`config.mk`:
```
export PLATFORM = sky130hd
export DESIGN_NAME = serial_adder
export DESIGN_NICKNAME = d
export VERILOG_FILES = /design/src/rtl/serial_adder.sv
export SDC_FILE = /design/constraint.sdc
export NUM_CORES = 1
export LEC_CHECK = 0
export BUFFER_PORTS_ARGS = -buffer_cell sky130_fd_sc_hd__buf_2
export CAP_MARGIN = 20
export CORE_ASPECT_RATIO = 0.9
export CORE_MARGIN = 5
export CORE_UTILIZATION = 50
export DETAILED_ROUTE_END_ITERATION = 8
export GPL_ROUTABILITY_DRIVEN = 0
export GPL_TIMING_DRIVEN = 0
export PLACE_DENSITY = 0.81
export SYNTH_ARGS = -nofsm -noshare
export SYNTH_HDL_FRONTEND = slang
export SYNTH_SLANG_ARGS = --single-unit
```
`constraint.sdc`:
```
create_clock -name clk -period 2.8 [get_ports clk]
set_input_delay 0.28 -clock clk [delete_from_list [all_inputs] [get_ports clk]]
set_output_delay 0.28 -clock clk [all_outputs]
set_load 0.02 [all_outputs]
```
`src/rtl/serial_adder.sv`:
```
// Digit-serial adder/subtractor: DIGIT bits per clock, result and carry via start/busy/done.
// Define SERIAL_ADDER_OVF_EN to build the signed-overflow flag; otherwise ovf is tied to 0.
module serial_adder #(
    parameter int WIDTH = 64,
    parameter int DIGIT = 8
) (
    input  logic             clk,
    input  logic             rst_b,
    input  logic             start,
    input  logic             sub,
    input  logic [WIDTH-1:0] x,
    input  logic [WIDTH-1:0] y,
    input  logic             c_in,
    output logic [WIDTH-1:0] z,
    output logic             c_out,
    output logic             ovf,
    output logic             busy,
    output logic             done
);

    localparam int STEPS = WIDTH / DIGIT;
    localparam int CW    = (STEPS > 1) ? $clog2(STEPS) : 1;

    generate
        if ((WIDTH % DIGIT) != 0 || DIGIT < 1) begin : g_bad_params
            $error("serial_adder: WIDTH must be a nonzero multiple of DIGIT");
        end
    endgenerate

    typedef enum logic [1:0] {
        IDLE = 2'd0,
        RUN  = 2'd1,
        DONE = 2'd2
    } state_t;

    state_t state;
    state_t state_next;

    logic [WIDTH-1:0] xa;
    logic [WIDTH-1:0] yb;
    logic [WIDTH-1:0] acc;
    logic [CW-1:0]    cnt;
    logic             carry;

    logic             accept;
    logic             last;
    logic [DIGIT-1:0] dsum;
    logic             dcarry;
    logic [WIDTH+DIGIT-1:0] acc_cat;
    logic [WIDTH-1:0] acc_next;

    assign accept = (state != RUN) && start;
    assign last   = (state == RUN) && (cnt == CW'(STEPS - 1));
    assign busy   = (state == RUN);
    assign done   = (state == DONE);

    // Operands shift right each step, so the active digit always sits in the low DIGIT bits.
    assign {dcarry, dsum} = {1'b0, xa[DIGIT-1:0]} + {1'b0, yb[DIGIT-1:0]} + (DIGIT + 1)'(carry);

    // New digit enters at the top; after STEPS shifts the accumulator holds the full sum in order.
    assign acc_cat  = {dsum, acc};
    assign acc_next = acc_cat[WIDTH+DIGIT-1:DIGIT];

    always_ff @(posedge clk or negedge rst_b) begin
        if (!rst_b) begin
            state <= IDLE;
        end else begin
            state <= state_next;
        end
    end

    always_comb begin
        state_next = state;
        case (state)
            IDLE: begin
                if (start) begin
                    state_next = RUN;
                end
            end
            RUN: begin
                if (last) begin
                    state_next = DONE;
                end
            end
            DONE: begin
                state_next = start ? RUN : IDLE;
            end
            default: begin
                state_next = IDLE;
            end
        endcase
    end

    always_ff @(posedge clk or negedge rst_b) begin
        if (!rst_b) begin
            xa    <= '0;
            yb    <= '0;
            acc   <= '0;
            cnt   <= '0;
            carry <= 1'b0;
            z     <= '0;
            c_out <= 1'b0;
        end else if (accept) begin
            xa    <= x;
            yb    <= sub ? ~y : y;
            carry <= sub ? 1'b1 : c_in;
            cnt   <= '0;
        end else if (state == RUN) begin
            xa    <= xa >> DIGIT;
            yb    <= yb >> DIGIT;
            acc   <= acc_next;
            carry <= dcarry;
            cnt   <= cnt + CW'(1);
            if (last) begin
                z     <= acc_next;
                c_out <= dcarry;
            end
        end
    end

`ifdef SERIAL_ADDER_OVF_EN
    // On the last step the low digit of xa/yb holds the original sign bits.
    always_ff @(posedge clk or negedge rst_b) begin
        if (!rst_b) begin
            ovf <= 1'b0;
        end else if (last) begin
            ovf <= (xa[DIGIT-1] == yb[DIGIT-1]) && (dsum[DIGIT-1] != xa[DIGIT-1]);
        end
    end
`else
    assign ovf = 1'b0;
`endif

endmodule
```
Word-level counts from Yosys, hierarchy flattened. Cells that the tools add are included.

Add/sub/neg operators: 3. Eq/ne operators: 6. Muxes and demuxes: 14. Bitwise logic cells: 2. Reductions and logical operators: 7.

Operator list (count): two-way mux 64 bit (5); NOT 64 bit (1); adder 8 x 8 -> 9 bit (1); adder 9 x 1 -> 9 bit (1); two-way mux 3 bit (2); one-hot mux 2 bit (3 select lines) (1); two-way mux 1 bit (4); two-way mux 2 bit (2); inequality test 2 x 1 -> 1 bit (second input constant) (2); AND reduction 2 bit (2); adder 3 x 1 -> 3 bit (second input constant) (1); == test 3 bit (second input constant) (1); AND reduction 3 bit (1); == test 2 x 1 -> 1 bit (second input constant) (1); == test 2 bit (second input constant) (1); logical AND 1 bit (2); logical NOT 2 bit (1); inequality test 2 bit (second input constant) (1); nonzero test 2 bit (1); NOT 1 bit (1).

Register bits: 263. Bits of input ports: 133. Output and inout bits: 68.

Logic depth before layout (Yosys ltp).
Depth in word-level cells: 4. Mapped depth: 8. Depth with buffers taken out: 6.

Worst setup path before layout. No wires, ideal clock.

Path kind: register to register. Start point: reg xa[0]. End point: reg z[62]. Data arrival time: 2088 ps. Required time: 2731 ps. Path slack: 643 ps. Stages on the path, launching flop included: 7. Path buffers: 0. Period minus slack after synthesis: 2157 ps. Path through: dfrtp_1 -> fa_1 -> fa_1 -> a21oi_1 -> o211ai_1 -> or3_1 -> nand3_1.

Cells in the longest elaborated chain, start to end: 2.

Ends and longest elaborated chain: from (decl) (RTL line 39) `logic [WIDTH-1:0] xa;`; from (signal assigned) (RTL line 109) `xa <= xa >> DIGIT;`; adder 8 x 8 -> 9 bit (RTL line 58) `assign {dcarry, dsum} = {1'b0, xa[DIGIT-1:0]} + {1'b0, yb[DIGIT-1:0]} + (DIGIT + 1)'(carry);`; adder 9 x 1 -> 9 bit (RTL line 58); to (signal assigned) (RTL line 115) `z <= acc_next;`; to (decl) (RTL line 14) `output logic [WIDTH-1:0] z,`.

No other way between the ends. A chain may end at the register's enable or synchronous reset.

Final worst setup path. Ends and elaborated chain as after synthesis.

==> run_results.csv <==
group,metric,value,unit
power_and_ir_drop,p_clk_share,25.7,%
timing,slew_viol_final,0,
route,via_per_inst,5.34,
yosys,yosysSeqAreaShare,55.2,%
clock_network,cts_tree,"built",
timing,period_share,87.6,%
yosys,ys_ff_latch,255,
yosys,syn_inst,1137,
yosys,synthDistinctLibCells,43,
critical_path,crit_cells,6,
yosys,syn_area,11600,um^2
critical_path,worstPathCellList,"fa_1, fa_1, a21oi_1, o211ai_1, or3_1, nand3_1",
layout,area_delta_synth_final,21.7,%
placed_design,placed_area,13000,um^2
yosys,synth_flop_cell,"dfrtp_1",
layout,final_cell_area,14100,um^2
clock_network,clockBufferDepth,3,
yosys,synth_area_per_cell,10.2,um^2
yosys,synth-compound-area-share,9.96,%
critical_path,startpoint,"xa[0]$_DFFE_PN0P_",
route,wl,28.8,mm
global_route,grt_overflow,0,
placed_design,placed_cells_incl_taps,1633,
global_route,gr-usage-all-layers,21.8,%
clock_network,clock_latency,0.52,ns
global_route,grt_max_degree,109,
critical_path,cpMostUsedCell,"fa_1",
critical_path,regToRegStartpoint,"xa[0]$_DFFE_PN0P_",
layout,layout-drive-gt1-share,25.9,%
critical_path,crit_arrival,2.90,ns
run_status,status,"completed",
yosys,ys_warn_count,0,
timing,rsz0062_at_grt,"no",
critical_path,critPathBufInv,0,
critical_path,end_kind,"flip-flop",
timing,fin_skew,0.00795,ns
layout,nNetsFinal,1514,
clock_network,clock_sinks,255,
power_and_ir_drop,leakagePower,6.98,nW
power_and_ir_drop,p_seq_share,39.6,%
critical_path,crit_slowest_cell,"fa_1",
critical_path,cp-start-kind,"flip-flop",
layout,seqCellArea,6380,um^2
timing,timing.final.crit_period,2.45,ns
layout,multi_input_area,4680,um^2
clock_network,clk_pin_slew,0.06,ns
critical_path,cp_top_family,"adder cells",
timing,timing.fmax,0.408,GHz
placed_design,hpwl,21.0,mm
critical_path,endpoint,"z[62]$_DFFE_PN0P_",
layout,layout_common_cells,"282 x nand2_1, 255 x dfrtp_1, 222 x buf_2",
critical_path,path_max_fanout,4,
die,boundaryPins,201,
yosys,syn_nets,1281,
route,first_pass_iters,5,
power_and_ir_drop,power_density,1120,nW/um^2
clock_network,cts_buffers,26,
timing,slew_headroom,64.2,%
yosys,yosys.area_share.simple,12.9,%
power_and_ir_drop,vdd_drop_max,558,uV
run,cap_violations,0,
power_and_ir_drop,pwr-share-comb,34.7,%
placed_design,io_buffers,197,
power_and_ir_drop,p_sw,5.77,mW
yosys,synth-async-reset-ratio,100,%
yosys,ys_top_cells_by_area,"dfrtp_1 55%, nand2_1 9.2%, mux2_2 5.6%",
yosys,synth-adder-area-share,1.32,%
clock_network,cts_setup_buffers,0,
die,die_area,26300,um^2
route,dr_total_vias,9017,
timing,setup_viol,0,
layout,final_cells,1690,
route,drc,0,
die,dieWidth,170,um
layout,n_fill_cell,1844,
global_route,antenna_found_initial,7,
yosys,synth_top_area_share,55.2,%
yosys,synth_edf_count,0,
timing,worst_pin_slew,0.537,ns
hold_path,hold_path.class,"in -> reg",
clock_network,ctsRootBufferMaster,"clkbuf_16",
critical_path,r2r_end,"z[62]$_DFFE_PN0P_",
yosys,synth_top_family_by_area,"simple AND/OR/NAND/NOR gates",
power_and_ir_drop,switching_share,36.6,%
clock_network,cts_resized,0,
yosys,synth-xor-area-share,5.00,%
global_route,grt_pass1_wl,46.9,mm
route,ant_nets,0,
die,rows,52,
critical_path,reg2reg_slack,0.35,ns
layout,final_common_cell,"nand2_1",
yosys,synth_area_leader_cell,"dfrtp_1",
die,die_h,154,um
route,drtIter0Drc,686,
die,start_util,51.1,%
clock_network,htree_levels,1,
global_route,grt_pass1_vias,9220,
critical_path,reg2reg_depth,6,
power_and_ir_drop,power.internal,9.99,mW
critical_path,worstSetupPathType,"reg -> reg",
critical_path,cpPeakStageDelay,0.52,ns
yosys,synth_mux_area_share,11.3,%
route,post_drt_wl_per_cell,17.0,um
timing,hold_violations,0,
die,core_area,22600,um^2
critical_path,required,3.25,ns
layer usage:
metal / wire length [um] / vias to the layer above / GRT usage (%)
met4: 754 / 10 / 6.24
met3: 2010 / 70 / 4.82
met2: 14000 / 302 / 36.1
met5: 39 / - / 0
met1: 12000 / 4360 / 29.1
li1: - / 4275 / -
state kept, by name, indices dropped and copies added, names as in the netlist:
signal  count
xa         64
yb         64
z          64
acc        56
cnt         3
state       2
c_out       1
carry       1
cells by family after synthesis:
kind of cell,Yosys count
buffers and inverters,85
AOI/OAI and AO/OA,214
xor gates and xnor gates,66
adders and majority gates,11
DFF,255
other,1
muxes,123
and+or+nand+nor,382
layout make-up:
| class | instances | share of cell area [%] |
|---|---|---|
| Buffer | 79 | 3.40 |
| Clock buffer | 33 | 5.24 |
| Timing Repair Buffer | 205 | 7.89 |
| Tap cell | 297 | 2.64 |
| Multi-Input combinational cell | 797 | 33.3 |
| Sequential cell | 255 | 45.3 |
| Clock inverter | 15 | 1.99 |
| Antenna cell | 3 | 0.0533 |
| Inverter | 6 | 0.178 |
worst min-delay path by stage:
stage                       startpoint                  end  slack (ns)  depth (start not counted)
detailed placement               rst_b    z[40]$_DFFE_PN0P_        0.21                          1
CTS                              x[63]   xa[63]$_DFFE_PN0P_       0.008                          3
global placement    acc[9]$_DFFE_PN0P_   acc[9]$_DFFE_PN0P_        0.45                          2
floorplan                        rst_b  acc[10]$_DFFE_PN0P_       -0.02                          0
finish                           x[63]   xa[63]$_DFFE_PN0P_        0.02                          3
global route                     x[30]   xa[30]$_DFFE_PN0P_        0.04                          3
tightest hold or removal path, cell delays in order:
cell     delay [ns]
buf_2          0.08
mux2i_1        0.06
nor2_1         0.08
per-stage QoR:
stage / power (mW) / utilization, % / setup slack [ns] / TNS [ns] / hold WS [ns]
after floorplan: 9.82 / - / 0.643 / 0 / -0.0156
after global placement: 11.5 / 57.1 / -2.98 / -754.52 / 0.454
after detailed placement: 11.8 / 57.4 / 0.387 / 0 / 0.212
after CTS: 15.9 / 62.1 / 0.374 / 0 / 0.00777
after global routing: 16.8 / 62.2 / 0.214 / 0 / 0.0442
final: 15.8 / 62.2 / 0.348 / 0 / 0.0204
cells in the mapped netlist, types with 2 or more instances:
library cell  instances
fa_1                  2
nand4b_1              2
inv_1                 4
buf_4                13
mux2i_1              65
dfrtp_1             255
buf_6                13
or3_1                 3
nor3b_1               2
buf_2                26
ha_1                  9
a211oi_1              9
nand2b_1              4
xnor2_1              66
nand3b_1              2
o21ai_0              95
o21ai_1              31
a21oi_1              61
clkbuf_2              2
nand2_1             282
nor3_1                2
o21a_1                2
clkbuf_1             25
o31ai_1               2
nand3_1               5
o211ai_1              4
mux2_2               58
nor2_1               78
timing repair:
item / in CTS / in global routing
setup endpoints to repair: 0 / 0
hold buffers: 6 / 0
hold endpoints to repair: 56 / 0
power by group through the flow:
stage | Combinational (mW) | Clock, mW | Sequential (mW)
6_report | 5.46 | 4.05 | 6.24
5_1_grt | 6.14 | 4.27 | 6.42
4_1_cts | 5.53 | 4.11 | 6.24
3_5_place_dp | 5.47 | 0 | 6.29
3_3_place_gp | 5.26 | 0 | 6.23
2_1_floorplan | 3.33 | 0 | 6.49
Power figures use the tool's default switching activity.
